--- config.mk ---
export PLATFORM = sky130hd
export DESIGN_NAME = regfile_write_sched
export DESIGN_NICKNAME = d
export VERILOG_FILES = /design/src/rtl/regfile_pkg.sv /design/src/rtl/regfile_write_sched_rr_arb2.sv /design/src/rtl/regfile_write_sched.sv
export SDC_FILE = /design/constraint.sdc
export NUM_CORES = 1
export LEC_CHECK = 0
export ABC_AREA = 1
export CORE_ASPECT_RATIO = 1.1
export CORE_MARGIN = 1.5
export CORE_UTILIZATION = 44
export CTS_CLUSTER_DIAMETER = 60
export CTS_CLUSTER_SIZE = 16
export DETAILED_ROUTE_END_ITERATION = 10
export GPL_TIMING_DRIVEN = 1
export PLACE_DENSITY = 0.82
export SLEW_MARGIN = 30
export SYNTH_ARGS = -nofsm -noshare
export SYNTH_HDL_FRONTEND = slang
export SYNTH_SLANG_ARGS = --single-unit
--- constraint.sdc ---
create_clock -name clk -period 3.76 [get_ports clk]
set_clock_uncertainty 0.2 [all_clocks]
set_input_delay 0.564 -clock clk [delete_from_list [all_inputs] [get_ports clk]]
set_output_delay 0.564 -clock clk [all_outputs]
set_load 0.01 [all_outputs]
--- src/rtl/regfile_pkg.sv ---
// Shared constants and state encoding for the register-file write-port scheduler.
package regfile_pkg;

    localparam int AW   = 2;
    localparam int DW   = 4;
    localparam int NREG = 4;

    localparam logic ST_INIT = 1'b0;
    localparam logic ST_RUN  = 1'b1;

    typedef enum logic {
        S_INIT = ST_INIT,
        S_RUN  = ST_RUN
    } state_e;

endpackage

--- src/rtl/regfile_write_sched_rr_arb2.sv ---
// Two-way round-robin arbiter: the requester not granted most recently wins a tie.
module rr_arb2 (
    input  logic       clk,
    input  logic       rst,
    input  logic [1:0] req,
    output logic [1:0] gnt,
    output logic       ptr
);

    logic ptr_q;
    logic ptr_d;

    always_comb begin
        gnt[0] = req[0] & (~req[1] | ~ptr_q);
        gnt[1] = req[1] & (~req[0] |  ptr_q);
        ptr_d  = ptr_q;
        if (gnt[0]) begin
            ptr_d = 1'b1;
        end else if (gnt[1]) begin
            ptr_d = 1'b0;
        end
    end

    always_ff @(posedge clk) begin
        if (rst) begin
            ptr_q <= 1'b0;
        end else begin
            ptr_q <= ptr_d;
        end
    end

    assign ptr = ptr_q;

endmodule

--- src/rtl/regfile_write_sched.sv ---
// Write-port scheduler: clears the register file after reset, then shares its
// single write port between two valid/ready requesters in round-robin order.
//
//   state  | meaning
//   S_INIT | issuing one clear write per cycle, readies held low
//   S_RUN  | arbitrating requesters, init_done high
module regfile_write_sched
    import regfile_pkg::*;
(
    input  logic          clk,
    input  logic          rst,
    input  logic          req0_valid,
    input  logic [AW-1:0] req0_addr,
    input  logic [DW-1:0] req0_data,
    output logic          req0_ready,
    input  logic          req1_valid,
    input  logic [AW-1:0] req1_addr,
    input  logic [DW-1:0] req1_data,
    output logic          req1_ready,
    output logic [AW-1:0] rf_rw,
    output logic [DW-1:0] rf_dw,
    output logic          rf_rwe,
    output logic          init_done
);

    localparam int CW = AW + 1;

    state_e        state_q, state_d;
    logic [CW-1:0] cnt_q, cnt_d;
    logic          rwe_q, rwe_d;
    logic [AW-1:0] rw_q, rw_d;
    logic [DW-1:0] dw_q, dw_d;

    logic [1:0]    arb_req;
    logic [1:0]    gnt;
    logic          unused_ptr;

    // Requests are masked during reset so nothing is accepted that would be discarded.
    assign arb_req = {req1_valid, req0_valid} & {2{(state_q == S_RUN) && !rst}};

    rr_arb2 u_arb (
        .clk (clk),
        .rst (rst),
        .req (arb_req),
        .gnt (gnt),
        .ptr (unused_ptr)
    );

    always_comb begin
        state_d = state_q;
        cnt_d   = cnt_q;
        rwe_d   = 1'b0;
        rw_d    = rw_q;
        dw_d    = dw_q;
        unique case (state_q)
            S_INIT: begin
                // The counter stops one past the last register so init_done rises
                // only after the final clear has been presented to the file.
                if (cnt_q == CW'(NREG)) begin
                    state_d = S_RUN;
                    cnt_d   = '0;
                end else begin
                    rwe_d = 1'b1;
                    rw_d  = cnt_q[AW-1:0];
                    dw_d  = '0;
                    cnt_d = cnt_q + CW'(1);
                end
            end
            S_RUN: begin
                if (gnt[0]) begin
                    rwe_d = 1'b1;
                    rw_d  = req0_addr;
                    dw_d  = req0_data;
                end else if (gnt[1]) begin
                    rwe_d = 1'b1;
                    rw_d  = req1_addr;
                    dw_d  = req1_data;
                end
            end
            default: state_d = S_INIT;
        endcase
    end

    always_ff @(posedge clk) begin
        if (rst) begin
            state_q <= S_INIT;
            cnt_q   <= '0;
            rwe_q   <= 1'b0;
            rw_q    <= '0;
            dw_q    <= '0;
        end else begin
            state_q <= state_d;
            cnt_q   <= cnt_d;
            rwe_q   <= rwe_d;
            rw_q    <= rw_d;
            dw_q    <= dw_d;
        end
    end

    assign req0_ready = gnt[0];
    assign req1_ready = gnt[1];
    assign rf_rwe     = rwe_q;
    assign rf_rw      = rw_q;
    assign rf_dw      = dw_q;
    assign init_done  = (state_q == S_RUN);

endmodule
# [Word level (Yosys, flattened, before mapping)]
# Cells that the tools add are included.
[word_totals] regBits=12 in_bits=16 output_inout_bits=10 wordCells=40
[op_classes] addsub=1 n_eq_ne=3 muxes=17 n_bitwise=9 n_reduce_logical=4
[ops] operator="two-way mux 4 bit" count=3
[ops] operator="one-hot mux 4 bit (2 select lines)" count=1
[ops] operator="two-way mux 1 bit" count=7
[ops] operator="two-way mux 2 bit" count=3
[ops] operator="inverter 1 bit" count=4
[ops] operator="one-hot mux 2 bit (2 select lines)" count=1
[ops] operator="adder 3 x 1 -> 3 bit (second input constant)" count=1
[ops] operator="equality test 3 bit (second input constant)" count=1
[ops] operator="two-way mux 3 bit" count=1
[ops] operator="!= test 3 bit (second input constant)" count=1
[ops] operator="AND 1 bit" count=2
[ops] operator="AND 2 bit" count=1
[ops] operator="!= test 2 bit (second input constant)" count=1
[ops] operator="OR 1 bit" count=2
[ops] operator="one-hot mux 1 bit (2 select lines)" count=1
[ops] operator="AND reduction 2 bit" count=1
[ops] operator="nonzero test 2 bit" count=1
[ops] operator="logical AND 1 bit" count=1
[ops] operator="zero test 1 bit" count=1

# [Logic depth before layout (Yosys ltp)]
[logic_depth] ltp_word=9 ltp_mapped=9 mapped_depth_nobuf=9

# [By module]
# From an unflattened synthesis, not the netlist that was laid out.
[hier_totals] cells_unflattened=94 hier_area_um2=631.9
[modules_own_cells] mod="regfile_write_sched" n_inst=1 cells_per_inst=84 area_per_inst_um2=570.5 seq_area_each_um2=220.2
[modules_own_cells] mod="rr_arb2" n_inst=1 cells_per_inst=10 area_per_inst_um2=61.3 seq_area_each_um2=20.0

# [Worst setup path before layout]
# OpenSTA, ideal clock, no wires.
[synth_timing] path_kind="input -> output" from="in rst" to="out req1_ready" arrival_time_ps=1086 required_ps=2996 path_slack_ps=1910 stages=4 path_buffers=1 cell_sequence="clkbuf_8 -> nor2_8 -> nand2_1 -> nor2_1"
[synth_between] elab_chain_cells=6
[synth_rtl] element="start, declared" line_no="regfile_write_sched.sv:11" source="input logic rst,"
[synth_rtl] element="zero test 1 bit *" line_no="regfile_write_sched.sv:39" source="assign arb_req = {req1_valid, req0_valid} & {2{(state_q == S_RUN) && !rst}};"
[synth_rtl] element="logical AND 1 bit *" line_no="regfile_write_sched.sv:39"
[synth_rtl] element="AND 2 bit *" line_no="regfile_write_sched.sv:39"
[synth_rtl] element="inverter 1 bit" line_no="regfile_write_sched_rr_arb2.sv:15" source="gnt[1] = req[1] & (~req[0] | ptr_q);"
[synth_rtl] element="OR 1 bit" line_no="regfile_write_sched_rr_arb2.sv:15"
[synth_rtl] element="AND 1 bit *" line_no="regfile_write_sched_rr_arb2.sv:15"
[synth_rtl] element="end, declared" line_no="regfile_write_sched.sv:19" source="output logic req1_ready,"
# Every way passes the cells marked *; elsewhere a longest branch is shown, timed or not.

# [Final worst setup path]
[layout_timing] from="in rst" to="out req0_ready"
[layout_between] elab_chain_cells=6
[layout_rtl] element="zero test 1 bit *" line_no="regfile_write_sched.sv:39"
[layout_rtl] element="logical AND 1 bit *" line_no="regfile_write_sched.sv:39"
[layout_rtl] element="AND 2 bit *" line_no="regfile_write_sched.sv:39"
[layout_rtl] element="inverter 1 bit" line_no="regfile_write_sched_rr_arb2.sv:14" source="gnt[0] = req[0] & (~req[1] | ~ptr_q);"
[layout_rtl] element="OR 1 bit" line_no="regfile_write_sched_rr_arb2.sv:14"
[layout_rtl] element="AND 1 bit *" line_no="regfile_write_sched_rr_arb2.sv:14"
[layout_rtl] element="end, declared" line_no="regfile_write_sched.sv:15" source="output logic req0_ready,"
# Marked as above.

==> summary.md <==
| Metric | Value |
|---|---|
| Outcome | complete, no violations |
| Fill cells | approximately 140 |
| Routed wl met2 | 625 um |
| Drt pass-1 iters | 4 |
| RSZ-0062 raised after global routing | no |
| Synthesized area | between 600 and 700 um2 |
| CTS max path bufs | 2 |
| Final Max Slew Viols | 0 |
| Io pins | 26 |
| Maximum VDD drop | 0.0002619 V |
| Die Span X | 39.81 um |
| GPL Wtd Cong | approximately 0.80 |
| Post-route cell area | 948.4 um2 |
| Wl on met1 | between 500 and 600 um |
| Switching portion of total power | a little over a quarter |
| Worst Max-Slew Pin Slew | ~0.47 ns |
| CP Launch Point | rst |
| Critical path data required time | 3.00 ns |
| Dpl hpwl | ~1000 um |
| Dpl cell area | 912.1 um2 |
| Synth Register Bits | 12 |
| DIE HEIGHT | between 40 and 50 um |
| Share of synthesized flip-flops with an asynchronous set or reset | 0% |
| Layout area overhead | 44.66% |
| Switch Pwr | 0.09045 mW |
| CP arrival | 2.23 ns |
| Metal3 WL | a little over 70 um |
| Syn. warnings | 0 |
| Total wire length | 1287 um |
| Drc violations | 0 |
| Root Buffer | clkbuf_4 |
| CTS Hold Bufs | 0 |
| Reg2reg setup slack | ~2.1 ns |
| CTS Buf Count | 3 |
| DR vias | between 600 and 700 |
| Initial antenna violation count | 0 |
| Post-route ant nets | 0 |
| Setup Buffers After CTS | 0 |
| DRT iter0 DRCs | 6 |
| Dominant cells by area after synthesis | dfxtp_1 37%, inv_1 12%, nand2_1 12% |
| Delay of the slowest critical-path stage | 0.64 ns |
| Wire per inst | ~9.5 um |
| Most common cell after layout, fill and taps aside | clkdlybuf4s50_1 |
| FMAX | roughly 0.33 GHz |
| TNS Setup | 0 ns |
| CP max-delay cell | clkdlybuf4s50_1 |
| Flop pwr share | around 44% |
| Yosys cell types | 20 |
| Via/cell ratio | between 4 and 5 |
| Sequential cell area | ~240 um2 |
| Cell taking the most area after synthesis | dfxtp_1 |
| Clock Latency Late Sink | about 0.27 ns |
| Cell internal pwr | around 0.24 mW |
| Instance count of the mapped netlist | a little over 90 |
| Slew margin rel. | between 60 and 70% |
| Worst path bufs/invs | 3 |
| Max layer used | met4 |
| Synth top area share | between 30% and 40% |
| Leak | roughly 0.47 nW |
| P per Cell Area | roughly 350 nW/um2 |
| Worst path most repeated cell | clkdlybuf4s50_1 |
| Clock power share | between 30% and 40% |
| Area of the multi-input gates | a little over 300 um2 |
| Setup violators final | 0 |
| Worst hold start | rf_dw[3] |
| Vias in the first global route | around 540 |
| H-tree depth | 1 |
| Worst Hold Class | reg -> reg |
| GRT Total Usage | between 15 and 20% |
| CTS tree | yes |
| Sequential area share after synthesis | 36.64% |
| Min Tclk post-route | roughly 3.0 ns |
| Hold Path End | rf_dw[3] |
| Crit Path Category | in -> out |
| Port-buffer cells | 25 |
| Period utilization | 79.65% |
| Mapped Avg Cell Area | around 7.1 um2 |
| First-pass GRT wire length | between 2000 and 2500 um |
| CP cell instances | clkdlybuf4s50_1, nor2_8, nand3_4, clkinv_2, clkdlybuf4s50_1 |
| Nets | 139 |
| Row count | 14 |
| Die Area | 1731 um2 |
| Initial Util | between 40% and 50% |
| Maxcap violations | 0 |
| Reg2reg end | rf_dw[1] |
| Cts repair resizes | 0 |
| Core area | around 1400 um2 |
| Reg2Reg Launch Point | cnt_q[1] |
| Syn Nets | 110 |
| CP startpoint kind | primary input |
| Commonest non-fill, non-tap cells in the layout | 25 x clkdlybuf4s50_1, 21 x nand2_1, 21 x inv_1 |
| Layout cells sized above 1 | around a tenth |
| Worst Hold Path Cells | 2 |
| Final Hold Vio Count | 0 |
| Reg2reg path depth | 8 |
| Prevailing post-synth register cell | dfxtp_1 |
| Total grt overflow | 0 |
| # clock sinks | 12 |
| Post-synth EDFFs | 0 |
| Pin count of the biggest net entering global routing | 10 |
| Crit. End Element | output pin |
| CP top delay family | buffers and inverters |
| Reg clk slew, reported paths | ~0.080 ns |
| Comb power frac | roughly 25% |
| Crit-path max FO | 9 |
| ANT cells | 0 |
==> per-layer routing <==
metal,GRT usage (%),vias to the layer above
met5,0,-
met4,10.34,0
met3,7.692,4
met2,32.13,18
met1,17.53,272
li1,-,341
==> worst register-to-register path, stage by stage, from the launching register on <==
cell and delay [ns]:
dfxtp_1 0.38, inv_1 0.06, ha_1 0.18, a21oi_1 0.25
inv_1 0.13, nand2_4 0.11, inv_1 0.08, nand2_1 0.07
a21oi_1 0.06
==> flip-flops by register name (all words and copies together), names as in the netlist <==
signal     cells
rf_dw          4
cnt_q          3
rf_rwe         1
init_done      1
u_arb.ptr      1
rf_rw          2
==> layout make-up <==
class | count | share of cell area, %
clock buffers | 4 | 3.826
inverters | 24 | 9.631
multi-input cells | 55 | 32.72
flip-flops and latches | 12 | 25.33
well taps | 16 | 2.111
repair buffers | 25 | 26.39
==> cell families after synthesis <==
| family | share of synthesized area, % |
|---|---|
| buf+inv | 16.03 |
| compound gates | 13.36 |
| simple gates | 30.15 |
| fa+ha+maj | 3.816 |
| flops | 36.64 |
==> per-stage QoR <==
stage                     total power [mW]  std cells  hold WS (ns)  util, %  worst slack, ns
after floorplan                     0.1965         92        0.2568        -            1.910
after global placement              0.2314        132        0.2518    65.91           0.8091
after detailed placement            0.2328        132        0.2558    65.91           0.7793
after CTS                           0.3356        136        0.2679    68.54           0.7740
after global routing                0.3560        136        0.2865    68.54           0.6977
final                               0.3321        136        0.2702    68.54           0.7650
==> power groups by stage <==
stage / logic [mW] / clock network [mW] / registers [mW]
after floorplan: 0.0442 / 0 / 0.152
after global placement: 0.0813 / 0 / 0.150
after detailed placement: 0.0824 / 0 / 0.150
after CTS: 0.0827 / 0.106 / 0.147
after global routing: 0.0920 / 0.115 / 0.149
final: 0.0815 / 0.103 / 0.147
==> Yosys cell counts (2+ instances only) <==
cell type,count
nor2_1,5
a21oi_1,7
dfxtp_1,12
nand2_1,21
ha_1,2
inv_1,21
o21ai_0,3
nand3_1,8
inv_2,2
==> worst max path at each step <==
stage / cells past startpoint / slack, ns / to
after global placement: 5 / 0.81 / req0_ready
after floorplan: 4 / 1.91 / req1_ready
after detailed placement: 5 / 0.78 / req0_ready
after global routing: 5 / 0.70 / req0_ready
after CTS: 5 / 0.77 / req0_ready
final: 5 / 0.76 / req0_ready
Power figures use the tool's default switching activity.
